File: config.mk
export PLATFORM = sky130hd
export DESIGN_NAME = store_merge_unit
export DESIGN_NICKNAME = d
export VERILOG_FILES = /design/src/rtl/store_merge_unit.sv
export SDC_FILE = /design/constraint.sdc
export NUM_CORES = 1
export LEC_CHECK = 0
export CAP_MARGIN = 20
export CORE_MARGIN = 2
export CORE_UTILIZATION = 30
export CTS_CLUSTER_DIAMETER = 100
export DETAILED_ROUTE_END_ITERATION = 16
export DONT_BUFFER_PORTS = 1
export PLACE_DENSITY = 0.55
export SETUP_SLACK_MARGIN = 0.15
export SLEW_MARGIN = 5
export SYNTH_ARGS = -nofsm -noshare
export SYNTH_HDL_FRONTEND = slang
export SYNTH_SLANG_ARGS = --single-unit
File: constraint.sdc
create_clock -name clk_i -period 2.3 [get_ports clk_i]
set_clock_uncertainty 0.2 [all_clocks]
set_input_delay 0.23 -clock clk_i [delete_from_list [all_inputs] [get_ports clk_i]]
set_output_delay 0.23 -clock clk_i [all_outputs]
set_load 0.03 [all_outputs]
File: src/rtl/store_merge_unit.sv
// Sub-word store engine: read-modify-write for byte/half stores, direct write for
// full words, misaligned or reserved-size requests reported through err with done.
module store_merge_unit #(
  parameter int DATA_WIDTH  = 32,
  parameter int ADDR_WIDTH  = 32,
  parameter int MEM_LATENCY = 1
) (
  input  logic                  clk_i,
  input  logic                  reset_n_i,
  input  logic                  req_i,
  input  logic [1:0]            size_i,
  input  logic [ADDR_WIDTH-1:0] addr_i,
  input  logic [DATA_WIDTH-1:0] wdata_i,
  output logic                  busy_o,
  output logic                  done_o,
  output logic                  err_o,
  output logic [ADDR_WIDTH-1:0] mem_addr_o,
  output logic                  mem_wr_o,
  output logic [DATA_WIDTH-1:0] mem_wdata_o,
  input  logic [DATA_WIDTH-1:0] mem_rdata_i
);

  localparam int LANES = DATA_WIDTH / 8;
  localparam int OFF   = $clog2(LANES);
  localparam int CW    = $clog2(MEM_LATENCY + 1);

  localparam logic [1:0] SZ_BYTE = 2'b00;
  localparam logic [1:0] SZ_HALF = 2'b01;
  localparam logic [1:0] SZ_RSVD = 2'b10;
  localparam logic [1:0] SZ_FULL = 2'b11;

  typedef enum logic [2:0] {
    IDLE,
    READ,
    MERGE,
    WRITE,
    DONE
  } state_e;

  state_e                  state_q;
  logic [CW-1:0]           cnt_q;
  logic [1:0]              size_q;
  logic [OFF-1:0]          lane_q;
  logic [15:0]             wdata_q;
  logic                    busy_q;
  logic                    done_q;
  logic                    err_q;
  logic                    mem_wr_q;
  logic [ADDR_WIDTH-1:0]   mem_addr_q;
  logic [DATA_WIDTH-1:0]   mem_wdata_q;

  logic                    bad_d;
  logic [DATA_WIDTH-1:0]   merged_d;

  always_comb begin
    bad_d = 1'b0;
    if (size_i == SZ_RSVD) begin
      bad_d = 1'b1;
    end else if (size_i == SZ_HALF && addr_i[0]) begin
      bad_d = 1'b1;
    end else if (size_i == SZ_FULL && addr_i[OFF-1:0] != '0) begin
      bad_d = 1'b1;
    end
  end

  // A half store is always even-aligned, so its upper byte sits in lane_q|1.
  always_comb begin
    merged_d = mem_rdata_i;
    for (int l = 0; l < LANES; l++) begin
      if (OFF'(l) == lane_q) begin
        merged_d[8*l +: 8] = wdata_q[7:0];
      end
      if (size_q == SZ_HALF && OFF'(l) == (lane_q | OFF'(1))) begin
        merged_d[8*l +: 8] = wdata_q[15:8];
      end
    end
  end

  always_ff @(posedge clk_i or negedge reset_n_i) begin
    if (!reset_n_i) begin
      state_q     <= IDLE;
      cnt_q       <= '0;
      size_q      <= SZ_BYTE;
      lane_q      <= '0;
      wdata_q     <= '0;
      busy_q      <= 1'b0;
      done_q      <= 1'b0;
      err_q       <= 1'b0;
      mem_wr_q    <= 1'b0;
      mem_addr_q  <= '0;
      mem_wdata_q <= '0;
    end else begin
      done_q   <= 1'b0;
      err_q    <= 1'b0;
      mem_wr_q <= 1'b0;
      case (state_q)
        IDLE: begin
          if (req_i) begin
            mem_addr_q <= {addr_i[ADDR_WIDTH-1:OFF], {OFF{1'b0}}};
            size_q     <= size_i;
            lane_q     <= addr_i[OFF-1:0];
            wdata_q    <= wdata_i[15:0];
            cnt_q      <= '0;
            busy_q     <= 1'b1;
            if (bad_d) begin
              state_q <= DONE;
              done_q  <= 1'b1;
              err_q   <= 1'b1;
            end else if (size_i == SZ_FULL) begin
              state_q     <= WRITE;
              mem_wr_q    <= 1'b1;
              mem_wdata_q <= wdata_i;
            end else begin
              state_q <= READ;
            end
          end
        end
        READ: begin
          if (cnt_q == CW'(MEM_LATENCY - 1)) begin
            state_q <= MERGE;
          end else begin
            cnt_q <= cnt_q + CW'(1);
          end
        end
        MERGE: begin
          mem_wdata_q <= merged_d;
          mem_wr_q    <= 1'b1;
          cnt_q       <= '0;
          state_q     <= WRITE;
        end
        WRITE: begin
          done_q  <= 1'b1;
          state_q <= DONE;
        end
        DONE: begin
          busy_q  <= 1'b0;
          state_q <= IDLE;
        end
        default: begin
          busy_q  <= 1'b0;
          state_q <= IDLE;
        end
      endcase
    end
  end

  assign busy_o      = busy_q;
  assign done_o      = done_q;
  assign err_o       = err_q;
  assign mem_wr_o    = mem_wr_q;
  assign mem_addr_o  = mem_addr_q;
  assign mem_wdata_o = mem_wdata_q;

endmodule

**Yosys cells after proc, flatten, opt, wreduce, memory -nomap -nowiden**

Cells that the tools add are included.

- Bitwise logic cells: 2
- Eq/ne operators: 14
- Mux-type cells: 32
- Reductions and logical operators: 17
- Add/sub/neg operators: 1

Operator list:

| cell | count |
|---|---|
| 32-bit two-way mux | 3 |
| 32-bit case mux with 2 select lines | 1 |
| 8-bit two-way mux | 7 |
| 1-bit two-way mux | 12 |
| 3-bit case mux with 4 select lines | 1 |
| 3-bit two-way mux | 3 |
| 2-bit != test, second input constant | 4 |
| 2-bit AND reduction | 4 |
| 3-bit by 2-bit equality test with 1-bit output, second input constant | 2 |
| 1-bit case mux with 2 select lines | 3 |
| 1-bit logical AND | 5 |
| 2-bit by 1-bit equality test with 1-bit output, second input constant | 2 |
| 2-bit equality test, first input constant | 2 |
| 2-bit equality test, second input constant | 2 |
| 2-bit logical NOT | 2 |
| 4-bit AND reduction | 1 |
| 2-bit nonzero test | 2 |
| 3-bit by 1-bit equality test with 1-bit output, second input constant | 1 |
| 3-bit logical NOT | 1 |
| 1-bit case mux with 3 select lines | 1 |
| 3-bit nonzero test | 1 |
| 3-bit OR reduction | 1 |
| 1-bit by 2-bit equality test with 1-bit output, first input constant | 1 |
| 2-bit two-way mux | 1 |
| other kinds (2) | 3 |

- Register bits after elaboration: 90
- Output and inout port bits: 68
- Word-level logic and storage cells: 77

**Depth between registers and ports, before layout**

Gate-level depths: netlist of the first run.

- Word-level depth: 8
- Mapped depth: 7
- Depth with buffers taken out: 4

**Worst setup path before layout of the first run**

No wires, ideal clock.

- Path type: register to register
- From: reg state_q[0]
- To: reg mem_addr_q[10], in the netlist mem_addr_o[10]
- Slack: 476 ps
- Period minus slack after synthesis: 1824 ps
- Library setup time: 125 ps
- Buffers on the path: 2
- Stages on the path, launching flop included: 5
- Arrival: 1500 ps
- Required time: 1975 ps
- Cells stage by stage: dfrtp_1 -> clkbuf_1 -> nor4b_4 -> buf_2 -> mux2_2

- Cells in the longest elaborated chain, start to end: 2

Ends and longest elaborated chain:

| item | RTL line | text |
|---|---|---|
| start: declaration | 40 | `state_e state_q;` |
| start signal: assignment | 81 | `state_q <= IDLE;` |
| start signal: assignment | 106 | `state_q <= DONE;` |
| start signal: assignment | 110 | `state_q <= WRITE;` |
| 3-bit logical NOT | 96 | `case (state_q)` |
| 2-bit AND reduction (no line) | n/a |  |
| end signal: assignment | 99 | `mem_addr_q <= {addr_i[ADDR_WIDTH-1:OFF], {OFF{1'b0}}};` |
| end: declaration | 49 | `logic [ADDR_WIDTH-1:0] mem_addr_q;` |

Every way passes these cells.
A chain may end at the register's enable or synchronous reset.

**Worst setup path in the final report of the first run**

- From: reg state_q[2]
- To: reg mem_addr_q[2], in the netlist mem_addr_o[2]

The elaborated chain is that of the path after synthesis.

==> results.py, run 1 <==
metrics = {
    "outcome": {
        "status": "finished, violations left",
        "violations": "hold timing",
    },
    "setup_path": {
        "crit_path_top_delay_cell": "nor4b_4",
        "max_stage_delay_ns": 0.48,
        "start_kind": "flop",
        "path_class": "reg2reg",
        "crit_family": "simple AND/OR/NAND/NOR gates",
        "worstPathArrival_ns": 2.02,
        "worstPathCellList": "nor4b_4 -> buf_4 -> mux2_2",
        "rr_worst_depth": 3,
        "cp_num_cells": 3,
        "path_max_fanout": 20,
        "path_buf_inv": 1,
        "end_kind": "flop",
        "worst-endpoint-required_ns": 2.33,
    },
    "yosys": {
        "yosysUniqueCellTypes": 28,
        "synth-compound-area-share_pct": 8.970,
        "synth_seq_cells": 89,
        "async_reset_ff_share_pct": 100.0,
        "synthMuxAreaShare_pct": 20.30,
        "yosys.area_share.simple_pct": 13.27,
        "synth-adder-area-share_pct": 0,
        "synth_top_family_by_area": "multiplexers",
        "synth_edf_count": 0,
        "synthXorXnorAreaFrac_pct": 0,
        "yosys_warnings": 0,
        "syn_inst": 367,
        "synth_seq_area_share_pct": 53.94,
        "syn_area_mm2": 0.004129,
        "synth.avg_cell_area_um2": 11.25,
        "synth_ff_type": "dfrtp_1",
    },
    "job": {
        "max_cap_violations": 0,
    },
    "global_route": {
        "antenna_found_initial": 0,
        "grt_pass1_vias": 3470,
        "track_usage_pct": 17.39,
        "grt_max_degree": 90,
        "overflow": 0,
        "grt_pass1_wl_um": 19080,
    },
    "cts": {
        "hold_buffers": 92,
        "clock_latency_ns": 0.35,
        "post_cts_resized": 0,
        "cts_buffers": 9,
        "cts_tree": "yes",
        "clk_pin_slew_ns": 0.06,
        "cts_root_buf": "clkbuf_16",
        "htree_levels": 3,
        "cts_setup_buffers": 0,
        "clockBufferDepth": 2,
        "clkSinkCount": 89,
    },
    "finish": {
        "multi_input_area_mm2": 0.001767,
        "area.sequential_mm2": 0.002227,
        "mostFrequentLayoutCell": "dlygate4sd3_1",
        "layout_common_cells": "92 x dlygate4sd3_1, 89 x dfrtp_1, 60 x nand2_1",
        "syn_to_final_growth_pct": 34.91,
        "n_fill_cell": 1294,
        "drive_above_1_share_pct": 16.23,
        "layout.nets": 552,
    },
    "timing": {
        "worstMarginPinSlew_ns": 0.5572,
        "final.setup.worst_slack_ns": 0.3106,
        "fin_crit_sh_pct": 86.50,
        "setup_tns_ns": 0,
        "relSlewSlack_pct": 62.35,
        "fmax_ghz": 0.5027,
        "period_minus_slack_ns": 1.989,
        "finalMaxSlewViolations": 0,
        "setup_violations": 0,
        "rsz0062_at_grt": "no",
        "final-hold-violation-count": 89,
        "hold_ws_ns": -0.6289,
    },
    "route": {
        "vias_per_cell": 5.003,
        "wire_per_inst_um": 19.55,
        "vias": 3167,
        "first_pass_iters": 4,
        "final_antenna_net_count": 0,
        "drc": 0,
        "drt-initial-drc-count": 152,
        "routed_wl_um": 12380,
    },
    "die": {
        "rows": 42,
        "ios": 169,
        "start_util_pct": 30.93,
        "die_h_um": 121.3,
        "dieArea_mm2": 0.01472,
        "chipWidth_um": 121.3,
        "core_area_mm2": 0.01335,
    },
    "pwr": {
        "vdd_drop_max_mv": 0.5691,
        "p_per_area_mw_per_mm2": 1495,
        "leakage_uw": 0.002414,
    },
    "place": {
        "dp_hpwl_um": 8645,
        "portBuffers": 0,
        "place_ws_ns": 0.3121,
        "gp_congestion": 0.8106,
    },
    "min_path": {
        "min_path_type": "in2async",
    },
}
per-layer routing:
layer | global-route usage, % | wire (um)
met4 | 8.405 | 348
met1 | 20.14 | 5022
met3 | 6.250 | 1123
met2 | 28.51 | 5883
met5 | 0 | 0
worst register-to-register path, stage by stage, from the launching register on:
cell,delay [ns]
dfrtp_1,0.46
nor4b_4,0.48
buf_4,0.35
mux2_2,0.39
synthesized netlist by cell type, types with 8 or more instances:
master / count / area, um^2
a211oi_1: 10 / 75.07
and3_1: 8 / 50.05
buf_2: 8 / 40.04
clkbuf_1: 14 / 52.55
dfrtp_1: 89 / 2227
mux2_2: 46 / 518.0
mux2i_1: 32 / 320.3
nand2_1: 61 / 229.0
nand3_1: 27 / 135.1
o211ai_1: 24 / 180.2
o21ai_0: 8 / 40.04
o22ai_1: 10 / 62.56
worst paths after layout:
check                      slack [ns]                          to                   start
max                              0.31   mem_addr_o[2]$_DFFE_PN0P_  state_q[2]$_DFFE_PN0P_
min                             -0.63  mem_wdata_o[4]$_DFFE_PN0P_               reset_n_i
max reg2reg                      0.31   mem_addr_o[2]$_DFFE_PN0P_  state_q[2]$_DFFE_PN0P_
min reg2reg                      0.33       size_q[0]$_DFFE_PN0P_   size_q[0]$_DFFE_PN0P_
max in group asynchronous        2.41  mem_addr_o[27]$_DFFE_PN0P_               reset_n_i
min in group clk_i               0.02             err_o$_DFF_PN0_               addr_i[1]
kinds of logic after synthesis:
logic type | count (synthesis)
multiplexers | 78
AND/OR/NAND/NOR | 115
other | 1
buffers and inverters | 30
AO/OA/AOI/OAI | 54
flip-flops | 89
registers in the layout, summed over array words and instances (netlist names):
register,count
wdata_q,16
err_o,1
done_o,1
mem_wdata_o,32
size_q,2
state_q,3
busy_o,1
mem_addr_o,30
mem_wr_o,1
lane_q,2
power breakdown:
| group | total, uW | switching [uW] | internal [uW] |
|---|---|---|---|
| logic | 2340 | 1110 | 1230 |
| registers | 4280 | 1940 | 2340 |
| clock network | 1710 | 620 | 1090 |
cell type report:
cell class,count,share of cell area (%)
Antenna cell,1,0.04492
Clock buffer,11,4.358
Clock inverter,5,1.842
Multi-Input combinational cell,249,31.72
Sequential cell,89,39.98
Tap cell,176,3.953
Timing Repair Buffer,102,18.10
per-stage QoR:
| stage | cell area, um^2 | util (%) | power, uW | std cells | hold slack (ns) |
|---|---|---|---|---|---|
| floorplan | 4133 | - | 5833 | 368 | -0.2656 |
| global placement | 4302 | 32.23 | 6443 | 524 | -0.2635 |
| detailed placement | 4302 | 32.23 | 6532 | 524 | -0.2636 |
| CTS | 5568 | 41.71 | 8418 | 632 | -0.6500 |
| global route | 5568 | 41.71 | 8870 | 632 | -0.6488 |
| finish | 5570 | 41.73 | 8328 | 633 | -0.6289 |
Note: power is estimated with default switching activity, not from simulation.
==> run 2: changes to the inputs <==
--- a/config.mk
+++ b/config.mk
@@ -8,6 +8,7 @@
 export CAP_MARGIN = 20
 export CORE_MARGIN = 2
 export CORE_UTILIZATION = 30
+export CTS_BUF_LIST = sky130_fd_sc_hd__clkbuf_4
 export CTS_CLUSTER_DIAMETER = 100
 export DETAILED_ROUTE_END_ITERATION = 16
 export DONT_BUFFER_PORTS = 1
==> run 2 against run 1 <==
Compared with the run above:
- the flow still finishes with violations (hold timing)
- critical path depth unchanged
- largest cell class unchanged
- die area did not move
- highest routed layer unchanged
- core utilization shrank 0.63 points
==> results.py, run 2 (synthesized netlist as in run 1, its figures left out) <==
metrics = {
    "timing": {
        "worstMarginPinSlew_ns": 0.5619,
        "fmax_ghz": 0.4998,
        "setup_violations": 0,
        "fin_crit_sh_pct": 86.99,
        "rsz0062_at_grt": "no",
        "period_minus_slack_ns": 2.001,
        "final-hold-violation-count": 89,
        "finalMaxSlewViolations": 0,
        "hold_ws_ns": -0.7763,
        "setup_tns_ns": 0,
        "relSlewSlack_pct": 62.03,
    },
    "cts": {
        "clk_pin_slew_ns": 0.15,
        "clkSinkCount": 89,
        "clockBufferDepth": 2,
        "htree_levels": 3,
        "clock_latency_ns": 0.47,
        "cts_tree": "yes",
        "hold_buffers": 100,
        "cts_root_buf": "clkbuf_4",
        "cts_buffers": 9,
    },
    "setup_path": {
        "worstPathArrival_ns": 2.16,
        "path_max_fanout": 20,
        "crit_path_top_delay_cell": "dfrtp_1",
        "worstPathCellList": "nor4b_4 -> buf_4 -> mux2_2",
        "regToRegSetupSlack_ns": 0.30,
        "worst-endpoint-required_ns": 2.46,
        "cp-startpoint": "state_q[2]$_DFFE_PN0P_",
        "end_kind": "flop",
        "path_class": "reg2reg",
        "crit_family": "flip-flops",
        "critPathCapture": "mem_addr_o[2]$_DFFE_PN0P_",
        "rr_endpoint": "mem_addr_o[2]$_DFFE_PN0P_",
        "cp_num_cells": 3,
        "rr_worst_depth": 3,
        "max_stage_delay_ns": 0.49,
        "start_kind": "flop",
        "path_buf_inv": 1,
        "r2r-start": "state_q[2]$_DFFE_PN0P_",
    },
    "global_route": {
        "grt_pass1_wl_um": 19230,
        "track_usage_pct": 17.43,
        "grt_max_degree": 90,
        "grt_pass1_vias": 3527,
        "overflow": 0,
        "antenna_found_initial": 0,
    },
    "route": {
        "vias": 3171,
        "drt-initial-drc-count": 148,
        "final_antenna_net_count": 0,
        "wire_per_inst_um": 19.38,
        "first_pass_iters": 4,
        "vias_per_cell": 4.947,
        "routed_wl_um": 12420,
        "drc": 0,
    },
    "die": {
        "die_h_um": 121.3,
        "rows": 42,
        "start_util_pct": 30.93,
        "ios": 169,
        "chipWidth_um": 121.3,
        "core_area_mm2": 0.01335,
        "dieArea_mm2": 0.01472,
    },
    "outcome": {
        "violations": "hold timing",
        "status": "finished, violations left",
    },
    "pwr": {
        "vdd_drop_max_mv": 0.5403,
        "p_per_area_mw_per_mm2": 1411,
        "total_power_uw": 7742,
        "leakage_uw": 0.002376,
    },
    "finish": {
        "mostFrequentLayoutCell": "dlygate4sd3_1",
        "n_fill_cell": 1319,
        "drive_above_1_share_pct": 15.95,
        "layout.nets": 560,
        "largest_reg_flops": 32,
        "syn_to_final_growth_pct": 32.88,
        "layout_common_cells": "100 x dlygate4sd3_1, 89 x dfrtp_1, 60 x nand2_1",
    },
    "min_path": {
        "min_path_type": "in2async",
    },
    "place": {
        "portBuffers": 0,
        "gp_congestion": 0.8106,
        "dp_hpwl_um": 8645,
    },
    "job": {
        "max_cap_violations": 0,
    },
}
[run 2: how the worst min path moves through the flow]
stage,cells past startpoint,end,slack (ns),start
2_1_floorplan,0,busy_o$_DFFE_PN0P_,-0.27,reset_n_i
3_3_place_gp,0,mem_wdata_o[6]$_DFFE_PN0P_,-0.26,reset_n_i
3_5_place_dp,0,mem_wdata_o[6]$_DFFE_PN0P_,-0.26,reset_n_i
4_1_cts,0,mem_wdata_o[19]$_DFFE_PN0P_,-0.82,reset_n_i
5_1_grt,0,mem_wdata_o[19]$_DFFE_PN0P_,-0.82,reset_n_i
6_report,0,mem_wdata_o[19]$_DFFE_PN0P_,-0.78,reset_n_i
[run 2: final cells by class]
cell class | count | area (um^2) | area share [%]
Timing Repair Buffer | 110 | 1089 | 19.84
Multi-Input combinational cell | 249 | 1767 | 32.20
Tap cell | 176 | 220.2 | 4.014
Sequential cell | 89 | 2227 | 40.59
Clock inverter | 6 | 106.4 | 1.938
Antenna cell | 1 | 2.502 | 0.04561
Clock buffer | 10 | 75.07 | 1.368
[run 2: power breakdown]
| group | leakage, uW | internal, uW | switching, uW |
|---|---|---|---|
| clock network | 0.0000940 | 557 | 558 |
| logic | 0.00120 | 1240 | 1110 |
| registers | 0.00108 | 2330 | 1940 |
[run 2: through the flow]
step | std cells | setup WS, ns | area [um^2] | utilization [%] | hold slack [ns]
5_1_grt | 640 | 0.1853 | 5484 | 41.09 | -0.8169
3_5_place_dp | 524 | 0.3121 | 4302 | 32.23 | -0.2636
2_1_floorplan | 368 | 0.4756 | 4133 | - | -0.2656
6_report | 641 | 0.2991 | 5487 | 41.10 | -0.7763
3_3_place_gp | 524 | 0.3544 | 4302 | 32.23 | -0.2635
4_1_cts | 640 | 0.2958 | 5484 | 41.09 | -0.8206
[run 2: timing repair]
item                                   CTS  global route
setup buffers                            0             0
endpoints found under the hold margin  177            89
gates resized for setup                  0             0
[run 2: routing by layer]
layer	up-vias	part of all wire, %	global-route usage (%)
li1	1494	-	-
met2	143	48	29.00
met3	21	8.7	5.780
met1	1513	41	20.40
met4	0	2.5	7.759
met5	-	0	0
[run 2: worst register-to-register path, cell delays in order (launching register included)]
cell and delay, ns:
dfrtp_1 0.49, nor4b_4 0.48, buf_4 0.35, mux2_2 0.38
==> run 3: changes to the inputs <==
--- a/config.mk
+++ b/config.mk
@@ -12,6 +12,7 @@
 export CTS_CLUSTER_DIAMETER = 100
 export DETAILED_ROUTE_END_ITERATION = 16
 export DONT_BUFFER_PORTS = 1
+export GPL_ROUTABILITY_DRIVEN = 0
 export PLACE_DENSITY = 0.55
 export SETUP_SLACK_MARGIN = 0.15
 export SLEW_MARGIN = 5
==> results of run 3 <==
Same layout as run 2: the final DEF is identical, and so are final timing and power.
